`config.mk`:
```
export PLATFORM = sky130hd
export DESIGN_NAME = trans_feeder
export DESIGN_NICKNAME = d
export VERILOG_FILES = /design/src/rtl/trans_feeder.sv
export SDC_FILE = /design/constraint.sdc
export NUM_CORES = 1
export LEC_CHECK = 0
export CAP_MARGIN = 20
export CORE_AREA = 5 5 309 463
export DETAILED_ROUTE_END_ITERATION = 10
export DIE_AREA = 0 0 314 468
export PLACE_DENSITY = 0.57
export SETUP_SLACK_MARGIN = 0.1
export SKIP_LAST_GASP = 1
export SLEW_MARGIN = 20
export SYNTH_ARGS = -nofsm -noshare
export SYNTH_HDL_FRONTEND = slang
export SYNTH_SLANG_ARGS = --single-unit
export TNS_END_PERCENT = 50
```
`constraint.sdc`:
```
create_clock -name clk -period 13.5 [get_ports clk]
set_clock_uncertainty 0.2 [all_clocks]
set_input_delay 2.025 -clock clk [delete_from_list [all_inputs] [get_ports clk]]
set_output_delay 2.025 -clock clk [all_outputs]
set_load 0.01 [all_outputs]
```
`src/rtl/trans_feeder.sv`:
```
// Transmit-side transaction source: packs 4x32-bit words into 128-bit transactions, queues them
// and presents them to the validator with a valid/ack handshake. Optional macro: TRANS_SEQ_EN.
module trans_feeder #(
    parameter int DEPTH = 8
) (
    input  logic                       clk,
    input  logic                       rst_n,
    input  logic [31:0]                word_i,
    input  logic                       word_valid_i,
    output logic                       word_ready_o,
    input  logic                       block_start_i,
    output logic [127:0]               data_o,
    output logic                       valid_o,
    input  logic                       ack_i,
    output logic [$clog2(DEPTH):0]     level_o,
    output logic                       ack_err_o
);
    localparam int AW = $clog2(DEPTH);
    localparam int LW = AW + 1;

    typedef enum logic {IDLE, PRESENT} state_t;

    state_t          state_q, state_d;
    logic [1:0]      idx_q, idx_d;
    logic [95:0]     asm_q, asm_d;
    logic [AW-1:0]   wr_ptr_q, wr_ptr_d, rd_ptr_q, rd_ptr_d;
    logic [LW-1:0]   level_q, level_d;
    logic            pend_q, pend_d;
    logic [127:0]    data_q, data_d;
    logic            ack_err_q, ack_err_d;
    logic [127:0]    mem_q [DEPTH];

    logic            full, accept, push, pop;
    logic [8:0]      low_bits;
    logic [127:0]    push_data;

`ifdef TRANS_SEQ_EN
    logic [8:0]      seq_q, seq_d;
    assign low_bits = seq_q;
`else
    assign low_bits = word_i[8:0];
`endif

    assign full         = (level_q == LW'(DEPTH));
    assign word_ready_o = !((idx_q == 2'd3) && full);
    assign accept       = word_valid_i && word_ready_o;
    assign push         = accept && (idx_q == 2'd3);
    assign pop          = (state_q == PRESENT) && ack_i;
    // Upstream bit 9 is never trusted; the block flag comes from our own tracking.
    assign push_data    = {asm_q, word_i[31:10], pend_q | block_start_i, low_bits};

    assign data_o    = data_q;
    assign valid_o   = (state_q == PRESENT);
    assign level_o   = level_q;
    assign ack_err_o = ack_err_q;

    always_comb begin
        state_d   = state_q;
        idx_d     = idx_q;
        asm_d     = asm_q;
        wr_ptr_d  = wr_ptr_q;
        rd_ptr_d  = rd_ptr_q;
        level_d   = level_q;
        pend_d    = pend_q;
        data_d    = data_q;
        ack_err_d = ack_err_q;
`ifdef TRANS_SEQ_EN
        seq_d     = seq_q;
`endif
        if (accept) begin
            idx_d = idx_q + 2'd1;
            case (idx_q)
                2'd0:    asm_d[95:64] = word_i;
                2'd1:    asm_d[63:32] = word_i;
                2'd2:    asm_d[31:0]  = word_i;
                default: ;
            endcase
        end
        if (push) begin
            wr_ptr_d = wr_ptr_q + AW'(1);
            pend_d   = 1'b0;
`ifdef TRANS_SEQ_EN
            seq_d    = seq_q + 9'd1;
`endif
        end else if (block_start_i) begin
            pend_d = 1'b1;
        end
        if (pop) rd_ptr_d = rd_ptr_q + AW'(1);
        case ({push, pop})
            2'b10:   level_d = level_q + LW'(1);
            2'b01:   level_d = level_q - LW'(1);
            default: ;
        endcase
        case (state_q)
            IDLE: begin
                if (ack_i) ack_err_d = 1'b1;
                if (level_q != '0) begin
                    data_d  = mem_q[rd_ptr_q];
                    state_d = PRESENT;
                end
            end
            PRESENT: if (ack_i) state_d = IDLE;
            default: state_d = IDLE;
        endcase
    end

    always_ff @(posedge clk or negedge rst_n) begin
        if (!rst_n) begin
            state_q   <= IDLE;
            idx_q     <= '0;
            asm_q     <= '0;
            wr_ptr_q  <= '0;
            rd_ptr_q  <= '0;
            level_q   <= '0;
            pend_q    <= 1'b1;
            data_q    <= '0;
            ack_err_q <= 1'b0;
`ifdef TRANS_SEQ_EN
            seq_q     <= '0;
`endif
        end else begin
            state_q   <= state_d;
            idx_q     <= idx_d;
            asm_q     <= asm_d;
            wr_ptr_q  <= wr_ptr_d;
            rd_ptr_q  <= rd_ptr_d;
            level_q   <= level_d;
            pend_q    <= pend_d;
            data_q    <= data_d;
            ack_err_q <= ack_err_d;
`ifdef TRANS_SEQ_EN
            seq_q     <= seq_d;
`endif
        end
    end

    // Storage needs no reset: entries are only read once the level says they were written.
    always_ff @(posedge clk) begin
        if (push) mem_q[wr_ptr_q] <= push_data;
    end
endmodule

```
---- After elaboration in Yosys (flattened, before gate mapping) ----
Memories as Yosys holds them, arrays and structs flattened. A register that Yosys moved wholly into a read port is not among the register bits.
Cells that the tools add are included.
storage, ports and cells
  memories ................................ 1
  bits in writable memories ............... 1024
  register bits ........................... 111
  bits of input ports ..................... 37
  output and inout port bits .............. 135
  logic and storage cells ................. 47
memories
  memory  words  width  rd ports  clocked after memory_dff  wr ports  RTL line  text
  mem_q   8      128    1         1                         1         31        logic [127:0] mem_q [DEPTH];
cells by class
  eq/ne operators ......................... 6
  add/sub/neg operators ................... 5
  mux-type cells .......................... 8
  bitwise operators ....................... 2
  reductions and logical operators ........ 15
operators with widths
  cell                                                                count
  2-bit AND reduction                                                 5
  4-bit one-hot mux with 2 select lines                               1
  3-bit by 1-bit adder with 3-bit output, second input constant       2
  2-bit == test, second input constant                                3
  1-bit 2-to-1 mux                                                    6
  4-bit by 1-bit adder with 4-bit output, second input constant       1
  2-bit by 1-bit == test with 1-bit output, second input constant     2
  4-bit == test, second input constant                                1
  1-bit logical AND                                                   4
  2-bit nonzero test                                                  2
  4-bit nonzero test                                                  1
  4-bit by 1-bit subtractor with 4-bit output, second input constant  1
  2-bit by 1-bit adder with 2-bit output, second input constant       1
  1-bit logical NOT                                                   2
  2-bit logical NOT                                                   1
  1-bit one-hot mux with 2 select lines                               1
  1-bit inverter                                                      1
  1-bit OR                                                            1

---- Depth between registers and ports, before layout ----
  depth in word-level cells ............... 7
  depth in mapped cells ................... 11

---- Worst setup path after synthesis ----
No wires, ideal clock.
  path kind ............................... input -> register
  start point ............................. input word_valid_i
  end point ............................... memory mem_q[0][0], enable pin
  arrival ................................. 14.671 ns
  stages on the path ...................... 4
  required time ........................... 12.369 ns
  path slack .............................. -2.302 ns
  buffers on the path ..................... 0
  cells stage by stage .................... nand2_1 -> a21oi_1 -> clkinv_1 -> nor4_1
between the ends
  cells in the longest elaborated chain, start to end .. 4
ends and longest elaborated chain
  element                                 RTL line  text
  start: declaration                      9         input logic word_valid_i,
  1-bit logical AND                       46        assign accept = word_valid_i && word_ready_o;
  1-bit logical AND                       47        assign push = accept && (idx_q == 2'd3);
  1-bit 2-to-1 mux                        139       if (push) mem_q[wr_ptr_q] <= push_data;
  1-bit 2-to-1 mux (not written as such)  139
  end: declaration                        31
No other way between the ends.

---- Final worst setup path ----
  start point ............................. input word_valid_i
  end point ............................... memory mem_q[6][31], enable pin
Same word-level chain as after synthesis.

==> summary.txt <==
Max Slew Vio Count: 0
CP required: 13,620 ps
Buf/Inv on CP: 3
Vias in the first global route: 25,100
Routed length per placed instance: 24.2 um
Hold path depth: 1
DP Area: 0.0517 sq mm
Antenna Nets Post-Route: 0
Sequential share of the synthesized area: 76.3%
Largest net degree at the start of global routing: 147
Root buffer cell: clkbuf_16
First drt pass iteration count: 5
Synth cell types: 35
Core area: 0.139 sq mm
Max-Cap Viols: 0
Worst R2R Start: rd_ptr_q[0]$_DFFE_PN0P_
Synthesized instance count: 2,741
Crit path launch type: input port
Multi-input combinational cell area: 0.0107 sq mm
FILL cells: 12,500
Clock sink count: 1,263
Worst skew pair latency: 710 ps
RSZ-0062 raised after global routing: no
Setup TNS: 0 ps
DR vias/cell: 5.05
Hold Crit Class: reg2reg
TritonCTS Buffers: 116
Worst Path Arrival: 4920 ps
Setup crit end kind: register
Status: finished, final reports clean
Final Hold Vio Count: 0
Ports: 172
Most frequent cells in the layout: edfxtp_1 (1,024), mux2i_1 (512), nand2_1 (266)
Crit-path cells: clkdlybuf4s50_1, nand2_1, a21oi_1, nand2_1, nor2_4, buf_4, buf_4
Routed via count: 24,200
Grt ovf: 0
Crit path largest cell delay: 880 ps
Worst-case reg-to-reg path depth: 7
Syn Std Cell Area: 0.0482 sq mm
P per Cell Area: 222 mW/mm^2
Reg area: 0.0367 sq mm
Crit-path max FO: 51
Peak VDD IR: 0.123 mV
# DRC: 0
Number of gates resized after cts: 0
Layout cells sized above 1: 11.1%
Cell row count: 168
Initial antenna violation count: 9
Finished Cell Area: 0.0557 sq mm
Gpl congestion: 0.698
Max transition margin: 21.5%
Starting Density: 34.7%
Initial DRC count: 1,634
Die height: 468 um
Post-CTS setup buffer count: 0
Gr usage total: 15.6%
Worst path depth: 7
CTS tree: done
Final setup viols: 0
Minimum clock period after layout: 4800 ps
Avg Inst Size Synth: 17.6 sq um
P&R area growth vs syn: 15.6%
Die area: 0.147 sq mm
Die width: 314 um
Final WL: 116,000 um
CP startpoint: word_valid_i
Hold path start: ack_err_o$_DFFE_PN0P_
Kind of critical path: in2reg
Ys Warns: 0
Buffers on Ports: 171
Leak Pwr: 0.0203 uW
Hpwl dp: 61,000 um
Final worst-path cycle share: 35.5%
R2R setup slack: 8750 ps
Syn_nets: 2,787
Hold-fix buffers, CTS: 0
Most common cell after layout, fill and taps aside: edfxtp_1
Seq cells post-synth: 1,263
Clock Path Buffers: 3
Nets@finish: 2,956
Clock transition at path regs: 60 ps
H-tree depth: 3
Max Clock Freq: 208 MHz
First-pass GRT wire length: 172,000 um
Slowest CP cell: buf_4
Worst-margin pin slew: 1180 ps
CP top delay family: buffers and inverters
[flip-flops by register name, summed over array words and instances (netlist names)]
signal	cells
pend_q	1
valid_o	1
wr_ptr_q	3
level_o	4
mem_q	1024
asm_q	96
data_o	128
rd_ptr_q	3
idx_q	2
ack_err_o	1
[synthesized netlist by cell type]
master	count	area, sq um
edfxtp_1	1024	30700
mux2i_1	512	5120
nand2_1	266	998
a22oi_1	256	1920
dfrtp_1	238	5960
nand3_1	129	646
mux2_4	90	1350
clkbuf_1	76	285
buf_2	61	305
buf_12	9	180
ha_1	9	113
mux2_2	8	90.1
nor2_1	7	26.3
buf_1	5	18.8
xnor2_1	5	43.8
xor2_1	5	43.8
buf_6	4	45.0
inv_1	4	15.0
nor3_1	4	20.0
a21oi_1	3	15.0
and2_1	3	18.8
and2_4	3	26.3
nor2b_1	3	18.8
o21ai_0	3	15.0
nand2b_1	2	12.5
nor4_1	2	12.5
or2_2	2	12.5
a21o_1	1	7.51
a31oi_4	1	21.3
clkinv_1	1	3.75
dfstp_2	1	26.3
nor3_4	1	16.3
nor4b_1	1	8.76
nor4bb_1	1	10.0
o31ai_1	1	7.51
[metal layers]
metal  up-vias  GRT usage (%)  wire length, um
li1      10900              -                -
met1     12700           20.3            49000
met2       524           27.7            59700
met3       131           2.16             5390
met4         2           3.98             2180
met5         -              0               18
[where the power goes]
part	total (uW)	leakage, uW	internal [uW]	switching [uW]
combinational	3330	0.00632	1470	1860
clock	3350	0.00193	1940	1420
sequential	5690	0.0121	5110	578
[cell families after synthesis]
family          count (synthesis)  share of synthesized area (%)
simple gates                  424                           3.79
buf+inv                       160                           1.77
compound gates                265                           4.13
mux                           610                           13.6
xor+xnor                       10                          0.182
flops                        1263                           76.3
fa+ha+maj                       9                          0.234
[worst reg2reg max path, stage by stage (launching register included)]
cell and delay [ps]:
dfrtp_4 920, buf_12 840, buf_4 930, buf_4 1000, mux2i_1 230, a22oi_1 240
nand3_1 190, nand2_1 150
[area by class of cell]
type | count | area share (%)
diodes | 4 | 0.0180
clock buffers | 178 | 6.20
clock inverters | 42 | 0.865
inverters | 5 | 0.0337
multi-input cells | 1318 | 19.2
flip-flops and latches | 1263 | 66.0
well taps | 1785 | 4.01
repair buffers | 206 | 3.73
[path summary, 6_finish.rpt]
| path | endpoint |
|---|---|
| worst max-delay path | mem_q[6][31]$_DFFE_PP_ |
| worst min-delay path | ack_err_o$_DFFE_PN0P_ |
| worst max register to register | data_o[98]$_DFFE_PN0P_ |
| worst min register to register | ack_err_o$_DFFE_PN0P_ |
| max in group asynchronous | data_o[117]$_DFFE_PN0P_ |
| min in group asynchronous | data_o[12]$_DFFE_PN0P_ |
[through the flow]
stage          utilization, %  power (uW)  cells  worst slack, ps  hold slack, ps
2_1_floorplan               -        7790   2741             1220             292
3_3_place_gp             37.3        9120   4577             7870             241
3_5_place_dp             37.3        9170   4577             7870             245
4_1_cts                  40.1       12500   4797             8630             257
5_1_grt                  40.1       13000   4798             8480             276
6_report                 40.1       12400   4801             8700             257
No activity file was read; power rests on OpenSTA's default activity.
